## src/rtl/frame_sched_pkg.sv

```systemverilog
// Shared types and helpers for the frame update scheduler: FSM state encoding,
// client-count bound and one-hot/index arithmetic used by the slot picker.
package frame_sched_pkg;

  localparam int unsigned MAX_CLIENTS = 8;
  localparam int unsigned IDX_W       = 3;

  typedef enum logic [1:0] {
    IDLE = 2'd0,
    SCAN = 2'd1,
    WAIT = 2'd2
  } sched_state_t;

  // One-hot vector with the bit at idx set.
  function automatic logic [MAX_CLIENTS-1:0] onehotOf(input logic [IDX_W-1:0] idx);
    logic [MAX_CLIENTS-1:0] v;
    v      = '0;
    v[idx] = 1'b1;
    return v;
  endfunction

  // Reduce a sum of two indices (each below n) modulo n.
  function automatic logic [IDX_W-1:0] wrapIdx(input logic [IDX_W:0] sum, input int unsigned n);
    logic [IDX_W:0] r;
    r = (32'(sum) >= n) ? sum - (IDX_W+1)'(n) : sum;
    return r[IDX_W-1:0];
  endfunction

endpackage

```

## src/rtl/frame_update_scheduler_if.sv

```systemverilog
// Client-side update handshake: per-client request/done levels from the
// game-object logic and the scheduler's one-hot grant back to them.
interface frame_update_scheduler_if #(
  parameter int unsigned NUM_CLIENTS = 4
);
  logic [NUM_CLIENTS-1:0] updateReq;
  logic [NUM_CLIENTS-1:0] updateDone;
  logic [NUM_CLIENTS-1:0] updateGrant;

  modport master (output updateReq, output updateDone, input updateGrant);
  modport slave  (input updateReq, input updateDone, output updateGrant);
endinterface

```

## src/rtl/frame_update_scheduler_pick.sv

```systemverilog
// sched_pick: combinational find-first-set over the pending mask, searching
// upward from startIdx and wrapping modulo NUM_CLIENTS.
module sched_pick
  import frame_sched_pkg::*;
#(
  parameter int unsigned NUM_CLIENTS = 4
) (
  input  logic [NUM_CLIENTS-1:0] pending,
  input  logic [IDX_W-1:0]       startIdx,
  output logic [NUM_CLIENTS-1:0] onehot,
  output logic [IDX_W-1:0]       index,
  output logic                   anyValid
);

  logic [MAX_CLIENTS-1:0] pendExt;
  assign pendExt = MAX_CLIENTS'(pending);

  always_comb begin
    index    = '0;
    anyValid = 1'b0;
    for (int unsigned i = 0; i < NUM_CLIENTS; i++) begin
      if (!anyValid &&
          pendExt[wrapIdx((IDX_W+1)'(startIdx) + (IDX_W+1)'(i), NUM_CLIENTS)]) begin
        anyValid = 1'b1;
        index    = wrapIdx((IDX_W+1)'(startIdx) + (IDX_W+1)'(i), NUM_CLIENTS);
      end
    end
  end

  assign onehot = anyValid ? NUM_CLIENTS'(onehotOf(index)) : '0;

endmodule

```

## src/rtl/frame_update_scheduler.sv

```systemverilog
// Grants one exclusive per-frame update slot at a time during vertical blanking.
// FRAME_SCHED_ROUND_ROBIN_EN: rotate the first-in-line client every frame (else fixed priority).
module frame_update_scheduler
  import frame_sched_pkg::*;
#(
  parameter int unsigned NUM_CLIENTS    = 4,
  parameter int unsigned TIMEOUT_CYCLES = 4096
) (
  input  logic                   pixelClock,
  input  logic                   resetN,
  input  logic                   vSyncStart,
  input  logic                   visibleArea,
  frame_update_scheduler_if.slave bus,
  output logic                   busy,
  output logic                   overrun,
  output logic [NUM_CLIENTS-1:0] timeoutErr,
  output logic [15:0]            frameCount
);

  localparam int unsigned       TIMER_W    = $clog2(TIMEOUT_CYCLES);
  localparam logic [TIMER_W-1:0] TIMER_LAST = TIMER_W'(TIMEOUT_CYCLES - 1);

  sched_state_t           state, stateNext;
  logic [NUM_CLIENTS-1:0] pending, pendingNext;
  logic [NUM_CLIENTS-1:0] grant, grantNext;
  logic [IDX_W-1:0]       grantIdx, grantIdxNext;
  logic [TIMER_W-1:0]     timer, timerNext;
  logic                   overrunNext;
  logic                   busyNext;
  logic [NUM_CLIENTS-1:0] timeoutErrNext;
  logic [15:0]            frameCountNext;

  logic [NUM_CLIENTS-1:0] pickOnehot;
  logic [IDX_W-1:0]       pickIdx;
  logic                   pickValid;
  logic [IDX_W-1:0]       pickStart;
  logic [MAX_CLIENTS-1:0] doneExt;
  logic                   doneHit;

  assign doneExt         = MAX_CLIENTS'(bus.updateDone);
  assign doneHit         = doneExt[grantIdx];
  assign bus.updateGrant = grant;

`ifdef FRAME_SCHED_ROUND_ROBIN_EN
  logic [IDX_W-1:0] rotPtr, rotPtrNext;

  // Pointer steps on every frame start so SCAN already sees the new value.
  always_comb begin
    rotPtrNext = rotPtr;
    if (vSyncStart) rotPtrNext = wrapIdx((IDX_W+1)'(rotPtr) + (IDX_W+1)'(1), NUM_CLIENTS);
  end

  always_ff @(posedge pixelClock or negedge resetN) begin
    if (!resetN) rotPtr <= '0;
    else         rotPtr <= rotPtrNext;
  end

  assign pickStart = rotPtr;
`else
  assign pickStart = '0;
`endif

  sched_pick #(.NUM_CLIENTS(NUM_CLIENTS)) u_pick (
    .pending  (pending),
    .startIdx (pickStart),
    .onehot   (pickOnehot),
    .index    (pickIdx),
    .anyValid (pickValid)
  );

  // Next-state and registered-output values.
  always_comb begin
    stateNext      = state;
    pendingNext    = pending;
    grantNext      = grant;
    grantIdxNext   = grantIdx;
    timerNext      = timer;
    overrunNext    = 1'b0;
    timeoutErrNext = timeoutErr;
    frameCountNext = frameCount;

    case (state)
      IDLE: begin
        if (vSyncStart) begin
          pendingNext = bus.updateReq;
          stateNext   = SCAN;
        end
      end
      SCAN: begin
        if (pickValid) begin
          grantNext    = pickOnehot;
          grantIdxNext = pickIdx;
          timerNext    = '0;
          stateNext    = WAIT;
        end else begin
          frameCountNext = frameCount + 16'd1;
          stateNext      = IDLE;
        end
      end
      WAIT: begin
        if (doneHit) begin
          pendingNext = pending & ~grant;
          grantNext   = '0;
          stateNext   = SCAN;
        end else if (timer == TIMER_LAST) begin
          timeoutErrNext = timeoutErr | grant;
          pendingNext    = pending & ~grant;
          grantNext      = '0;
          stateNext      = SCAN;
        end else if (timer != '1) begin
          timerNext = timer + TIMER_W'(1);
        end
      end
      default: stateNext = IDLE;
    endcase

    // Spilling into the visible area, or a new frame arriving, kills the frame.
    if (state != IDLE && (visibleArea || vSyncStart)) begin
      grantNext      = '0;
      pendingNext    = '0;
      overrunNext    = 1'b1;
      timeoutErrNext = timeoutErr;
      frameCountNext = frameCount;
      stateNext      = IDLE;
      if (vSyncStart) begin
        pendingNext = bus.updateReq;
        stateNext   = SCAN;
      end
    end

    // Held one cycle past the return to IDLE so the frame's final counters are settled.
    busyNext = (stateNext != IDLE) || (state != IDLE);
  end

  always_ff @(posedge pixelClock or negedge resetN) begin
    if (!resetN) begin
      state      <= IDLE;
      pending    <= '0;
      grant      <= '0;
      grantIdx   <= '0;
      timer      <= '0;
      busy       <= 1'b0;
      overrun    <= 1'b0;
      timeoutErr <= '0;
      frameCount <= '0;
    end else begin
      state      <= stateNext;
      pending    <= pendingNext;
      grant      <= grantNext;
      grantIdx   <= grantIdxNext;
      timer      <= timerNext;
      busy       <= busyNext;
      overrun    <= overrunNext;
      timeoutErr <= timeoutErrNext;
      frameCount <= frameCountNext;
    end
  end

endmodule

```

## src/flat_wrapper.sv

```systemverilog
// flat-port wrapper written by rule: the top's interface ports become plain ports
module frame_update_scheduler_flat import frame_sched_pkg::*;
#(
  parameter int unsigned NUM_CLIENTS    = 4,
  parameter int unsigned TIMEOUT_CYCLES = 4096
)
  (pixelClock, resetN, vSyncStart, visibleArea, busy, overrun, timeoutErr, frameCount, bus_updateReq, bus_updateDone, bus_updateGrant);
  frame_update_scheduler_if #(.NUM_CLIENTS(NUM_CLIENTS)) bus_i ();
  input  logic pixelClock;
  input  logic resetN;
  input  logic vSyncStart;
  input  logic visibleArea;
  output logic busy;
  output logic overrun;
  output logic [NUM_CLIENTS-1:0] timeoutErr;
  output logic [15:0] frameCount;
  input wire logic [$bits(bus_i.updateReq)-1:0] bus_updateReq;
  input wire logic [$bits(bus_i.updateDone)-1:0] bus_updateDone;
  output wire logic [$bits(bus_i.updateGrant)-1:0] bus_updateGrant;
  assign bus_i.updateReq = bus_updateReq;
  assign bus_i.updateDone = bus_updateDone;
  assign bus_updateGrant = bus_i.updateGrant;
  frame_update_scheduler #(.NUM_CLIENTS(NUM_CLIENTS), .TIMEOUT_CYCLES(TIMEOUT_CYCLES)) u_core (.pixelClock(pixelClock), .resetN(resetN), .vSyncStart(vSyncStart), .visibleArea(visibleArea), .bus(bus_i), .busy(busy), .overrun(overrun), .timeoutErr(timeoutErr), .frameCount(frameCount));
endmodule
```

## config.mk

```make
export PLATFORM = sky130hd
export DESIGN_NAME = frame_update_scheduler_flat
export DESIGN_NICKNAME = d
export VERILOG_FILES = /design/src/rtl/frame_sched_pkg.sv /design/src/rtl/frame_update_scheduler_if.sv /design/src/rtl/frame_update_scheduler_pick.sv /design/src/rtl/frame_update_scheduler.sv /design/src/flat_wrapper.sv
export SDC_FILE = /design/constraint.sdc
export NUM_CORES = 1
export LEC_CHECK = 0
export ABC_AREA = 0
export BUFFER_PORTS_ARGS = -buffer_cell sky130_fd_sc_hd__buf_4
export CAP_MARGIN = 0
export CORE_AREA = 10 10 90 92
export DETAILED_ROUTE_END_ITERATION = 16
export DIE_AREA = 0 0 100 102
export SLEW_MARGIN = 20
export SYNTH_ARGS = -nofsm -noshare
export SYNTH_HDL_FRONTEND = slang
export SYNTH_SLANG_ARGS = --single-unit
```

## constraint.sdc

```tcl
create_clock -name pixelClock -period 3.2 [get_ports pixelClock]
set_input_delay 0.48 -clock pixelClock [delete_from_list [all_inputs] [get_ports pixelClock]]
set_output_delay 0.48 -clock pixelClock [all_outputs]
set_load 0.01 [all_outputs]
```

==> flow_summary.toml, run 1 <==
[layout]
n_antenna_cell = 0
layout_commonest_cell = "dfrtp_1"
fin_nets = 298
stdcell_area_sq_um = 2920
area_growth_pct = 18.8
final_cell_mix = "dfrtp_1 (46), buf_4 (41), nand2_1 (23)"
drive_gt1_frac = 0.196

[grt]
grt_pass1_vias = 1963
grt_start_max_net_pins = 47
grt_usage = 0.118
grt_pass1_wl_microns = 9950
overflow = 0
antenna_found_initial = 0

[setup_path]
crit_path_end_kind = "flip-flop"
worstPathRequired_ns = 3.42
r2r_end = "u_core.frameCount[13]"
reg2reg_depth = 6
crit_family = "simple AND/OR/NAND/NOR gates"
crit_chain = "inv_1 > ha_1 > o21bai_1 > nand3_1 > nor4_1 > xor2_1"
r2r_slack_ns = 0.58
crit_path_start = "u_core.state[1]"
crit_slowest_cell = "nand3_1"
cp.arrival_ns = 2.84
critical_path_buf_inv_count = 1
startpoint_type = "flip-flop"
critPathMaxStageDelay_ns = 0.62
reg2reg_from = "u_core.state[1]"
cp_max_fo = 14
path_class = "flip-flop to flip-flop"

[synth]
synth_top_family_by_area = "simple AND/OR/NAND/NOR gates"
async_flop_share = 1.00
synthMuxAreaShare = 0.0341
yosys_warnings = 0
synth_fa_ha_area_frac = 0.0305
synthXorXnorAreaFrac = 0.0534
synth_cell_types = 51
ys_top_cells_by_area = "dfrtp_1 (47%), xor2_1 (4.3%), nand2_1 (3.5%)"
ys_seq_elements = 46
yosys.area_share.simple = 0.191
synth_nets = 261
synth_compound_area_frac = 0.183
synth-edff-count = 0
ys_seq_area_frac = 0.468
synth_top_area_cell = "dfrtp_1"
synthCells = 243
synth_top_area_frac = 0.468
netlist_area_sq_um = 2460
syn_avg_cell_area_sq_um = 10.1
synth_flop_cell = "dfrtp_1"

[clock_tree]
cts_tree = "yes"
cts_setup_buffers = 0
clock-sinks = 46
path_clk_slew_ns = 0.09
cts_made_buffers = 5
cts_hold_buffers = 0
cts-root-buf = "clkbuf_8"
cts.path.max_buffers = 2
clk_latency_ns = 0.29
post_cts_resized = 0
htreeDepth = 2

[timing]
min_period_ns = 2.62
maxSlewViolCount = 0
maxSlewHeadroom = 0.483
max_freq_mhz = 382
fin_tns_setup_ns = 0
finClkSkew_ns = 0.00493
whs_ns = 0.179
layout_setup_ws_ns = 0.583
rsz0062_at_grt = "no"
period_share = 0.818
final-setup-viol-count = 0
hold_viol_final = 0
worst_pin_slew_ns = 0.766

[floorplanning]
die_y_microns = 102
rows = 29
core_sq_um = 6280
pin_count = 38
die_w_microns = 100
dieArea_sq_um = 10200
start_util = 0.392

[drt]
via_per_inst = 5.61
drtIter0Drc = 90
drc = 0
routed_wl_microns = 5990
wl_per_cell_microns = 16.7
drtPass1Iterations = 4
drtAntennaViolNets = 0
vias = 2009

[place]
port_buffers = 37
pre_cts_ws_ns = 0.649
placed_cell_area_sq_um = 2810
detailed_place_hpwl_microns = 4250
globalplace.congestion = 0.842

[pwr]
power.share.clock = 0.213
swShare = 0.403
leakage_uw = 0.00140
intPower_uw = 1210
p_switching_uw = 820
combPwrFrac = 0.410
peakVddDrop_uv = 471
power.density_nw_per_um2 = 696
power.share.sequential = 0.377

[status]
status = "completed"

[run]
maxCapViolCount = 0

[min_path]
hp-class = "input pin to asynchronous set/reset pin"
[worst max path at each step]
stage                     cells after the start                    end
after floorplan                               4       u_core.timer[10]
after global placement                        6  u_core.frameCount[11]
after detailed placement                      6  u_core.frameCount[11]
after CTS                                     6  u_core.frameCount[11]
after global routing                          6  u_core.frameCount[15]
final                                         6  u_core.frameCount[13]
[cell families after synthesis]
kind of cell               Yosys count
xor gates and xnor gates            15
buffers and inverters               24
DFF                                 46
and+or+nand+nor                     88
AOI/OAI and AO/OA                   57
adders and majority gates            6
muxes                                7
[area by class of cell]
cell class | instances | area (sq um)
inverters | 13 | 48.8
flip-flops and latches | 46 | 1150
well taps | 77 | 96.3
multi-input cells | 173 | 1210
repair buffers | 41 | 308
clock buffers | 6 | 72.6
fillers | 608 | 3350
clock inverters | 2 | 37.5
[state kept, by name (all words and copies together), names as in the netlist]
signal                  count
u_core.bus.updateGrant      4
u_core.state                2
u_core.frameCount          16
u_core.busy                 1
u_core.pending              4
u_core.timer               12
u_core.timeoutErr           4
u_core.overrun              1
u_core.grantIdx             2
[power groups by stage]
| stage | combinational [uW] | sequential (uW) | clock [uW] |
|---|---|---|---|
| floorplan | 575 | 775 | 0 |
| global placement | 835 | 779 | 0 |
| detailed placement | 837 | 779 | 0 |
| CTS | 841 | 768 | 450 |
| global route | 931 | 782 | 476 |
| finish | 834 | 768 | 433 |
[routing by layer]
layer	track usage	share of wire
met1	0.159	0.48
met2	0.182	0.47
met3	0.0290	0.038
met4	0.0402	0.013
met5	0	0
[metrics by stage]
step / util / total power, uW / std cells
after floorplan: - / 1350 / 243
after global placement: 0.448 / 1610 / 350
after detailed placement: 0.448 / 1620 / 350
after CTS: 0.466 / 2060 / 358
after global routing: 0.466 / 2190 / 358
final: 0.466 / 2030 / 358
[synthesized netlist by cell type, types with 3 or more instances]
library cell,n
nand2_1,23
dfrtp_1,46
and2_1,4
o211ai_1,7
ha_1,6
xnor2_1,3
nand4_1,5
a21o_1,7
nor4_1,9
buf_2,3
a21oi_1,4
o21ai_0,8
nor3_1,5
a32o_1,4
o22ai_1,3
clkbuf_1,5
xor2_1,12
nand3_1,13
mux2i_1,5
and4_1,4
nor2_1,11
and3_1,4
a41oi_1,4
inv_1,13
No activity file was read; power rests on OpenSTA's default activity.
==> run 2: changes to the inputs <==
Clock period 3.2 ns to 2.4 ns, I/O delays scaled along.
==> run 2 against run 1 <==
Against the previous run:
- clock-buffer cell count is the same
- sequential share of layout area decreased by 0.60 points
- final area grew 1.5%
- via count up 2.8%
- global-route usage up 0.65 points
- critical endpoint is now u_core.timer[10]
- clock skew up 0.0015 ns
- clock power increased by 35%
- largest cell class unchanged
- critical path depth is 2 lower
- power rose by 38%
==> flow_summary.toml, run 2 (synthesis results as in run 1) <==
[floorplanning]
rows = 29
die_w_microns = 100
core_sq_um = 6280
die_y_microns = 102
start_util = 0.392
pin_count = 38
dieArea_sq_um = 10200

[setup_path]
r2r_end = "u_core.timer[10]"
reg2reg_depth = 4
r2r_slack_ns = 0.31
startpoint_type = "flip-flop"
cp_max_fo = 13
crit_end = "u_core.timer[10]"
worstPathRequired_ns = 2.63
path_class = "flip-flop to flip-flop"
reg2reg_from = "u_core.grantIdx[0]"
crit_path_start = "u_core.grantIdx[0]"
crit_path_end_kind = "flip-flop"
cp.arrival_ns = 2.32

[timing]
hold_viol_final = 0
finClkSkew_ns = 0.00644
maxSlewHeadroom = 0.557
final-setup-viol-count = 0
whs_ns = 0.0594
maxSlewViolCount = 0
max_freq_mhz = 479
worst_pin_slew_ns = 0.655
min_period_ns = 2.09
fin_tns_setup_ns = 0
rsz0062_at_grt = "no"
period_share = 0.869

[layout]
layout_commonest_cell = "buf_4"
area_growth_pct = 20.6
top_regs = "u_core.frameCount (16), u_core.timer (12)"
top_register = "u_core.frameCount"
drive_gt1_frac = 0.213
final_util = 0.473
final_cell_mix = "buf_4 (47), dfrtp_1 (46), nand2_1 (23)"
largest_reg_flops = 16
n_antenna_cell = 0
fin_nets = 304

[grt]
overflow = 0
grt_start_max_net_pins = 47
grt_pass1_wl_microns = 10500
grt_usage = 0.125
antenna_found_initial = 0
grt_pass1_vias = 2142

[status]
status = "completed"

[drt]
drtAntennaViolNets = 0
drc = 0
routed_wl_microns = 6140
wl_per_cell_microns = 16.9
vias = 2066
drtPass1Iterations = 4
drtIter0Drc = 104
via_per_inst = 5.68

[clock_tree]
cts_hold_buffers = 0
cts-root-buf = "clkbuf_8"
clk_latency_ns = 0.30
path_clk_slew_ns = 0.09
cts_made_buffers = 5
cts_setup_buffers = 0
clock-sinks = 46
cts.path.max_buffers = 2
post_cts_resized = 0
htreeDepth = 2
cts_tree = "yes"

[pwr]
leakage_uw = 0.00143
peakVddDrop_uv = 448
power.density_nw_per_um2 = 945

[place]
detailed_place_hpwl_microns = 4480
globalplace.congestion = 0.855
port_buffers = 37

[run]
maxCapViolCount = 0

[min_path]
hp-class = "input pin to asynchronous set/reset pin"
-- run 2: cell count changes in the layout (fill, tap and decap cells not counted) --
cell / previous run / this run
buf_4: 41 / 47
-- run 2: critical path, stage by stage (launching register included) --
cell,delay [ns]
dfrtp_1,0.38
mux4_2,0.53
a41o_1,0.41
a2111oi_2,0.47
mux2i_1,0.22
-- run 2: through the flow --
stage	total power [uW]	setup WS, ns	area (sq um)	cells
3_5_place_dp	2240	0.265	2860	356
5_1_grt	2990	0.149	2970	364
4_1_cts	2830	0.307	2970	364
2_1_floorplan	1800	0.525	2460	243
3_3_place_gp	2210	0.312	2860	356
6_report	2800	0.314	2970	364
-- run 2: worst min path at each step --
stage / from / end / slack (ns) / cells after the start
after detailed placement: resetN / u_core.pending[3] / 0.41 / 1
after global routing: resetN / u_core.grantIdx[1] / 0.10 / 1
final: resetN / u_core.grantIdx[1] / 0.06 / 1
after CTS: resetN / u_core.timer[11] / 0.08 / 1
after global placement: resetN / u_core.grantIdx[1] / 0.41 / 1
after floorplan: resetN / u_core.bus.updateGrant[0] / 0.06 / 0
-- run 2: power breakdown --
group	total [uW]	internal, uW	switching (uW)	leakage (uW)
clock network	584	311	273	0.0000514
registers	1030	889	138	0.000614
logic	1190	472	721	0.000760
total	2800	1670	1130	0.00143
-- run 2: per-layer routing --
metal | global-route usage | up-vias | part of all wire
met5 | 0 | - | 0
met4 | 0.0359 | 0 | 0.013
met3 | 0.0364 | 9 | 0.050
met2 | 0.208 | 43 | 0.48
met1 | 0.153 | 1023 | 0.45
li1 | - | 991 | -
-- run 2: cell type report --
type	instances	area, sq um
Inverter	13	48.8
Tap cell	77	96.3
Multi-Input combinational cell	173	1210
Clock inverter	2	37.5
Sequential cell	46	1150
Fill cell	600	3310
Clock buffer	6	72.6
Timing Repair Buffer	47	353
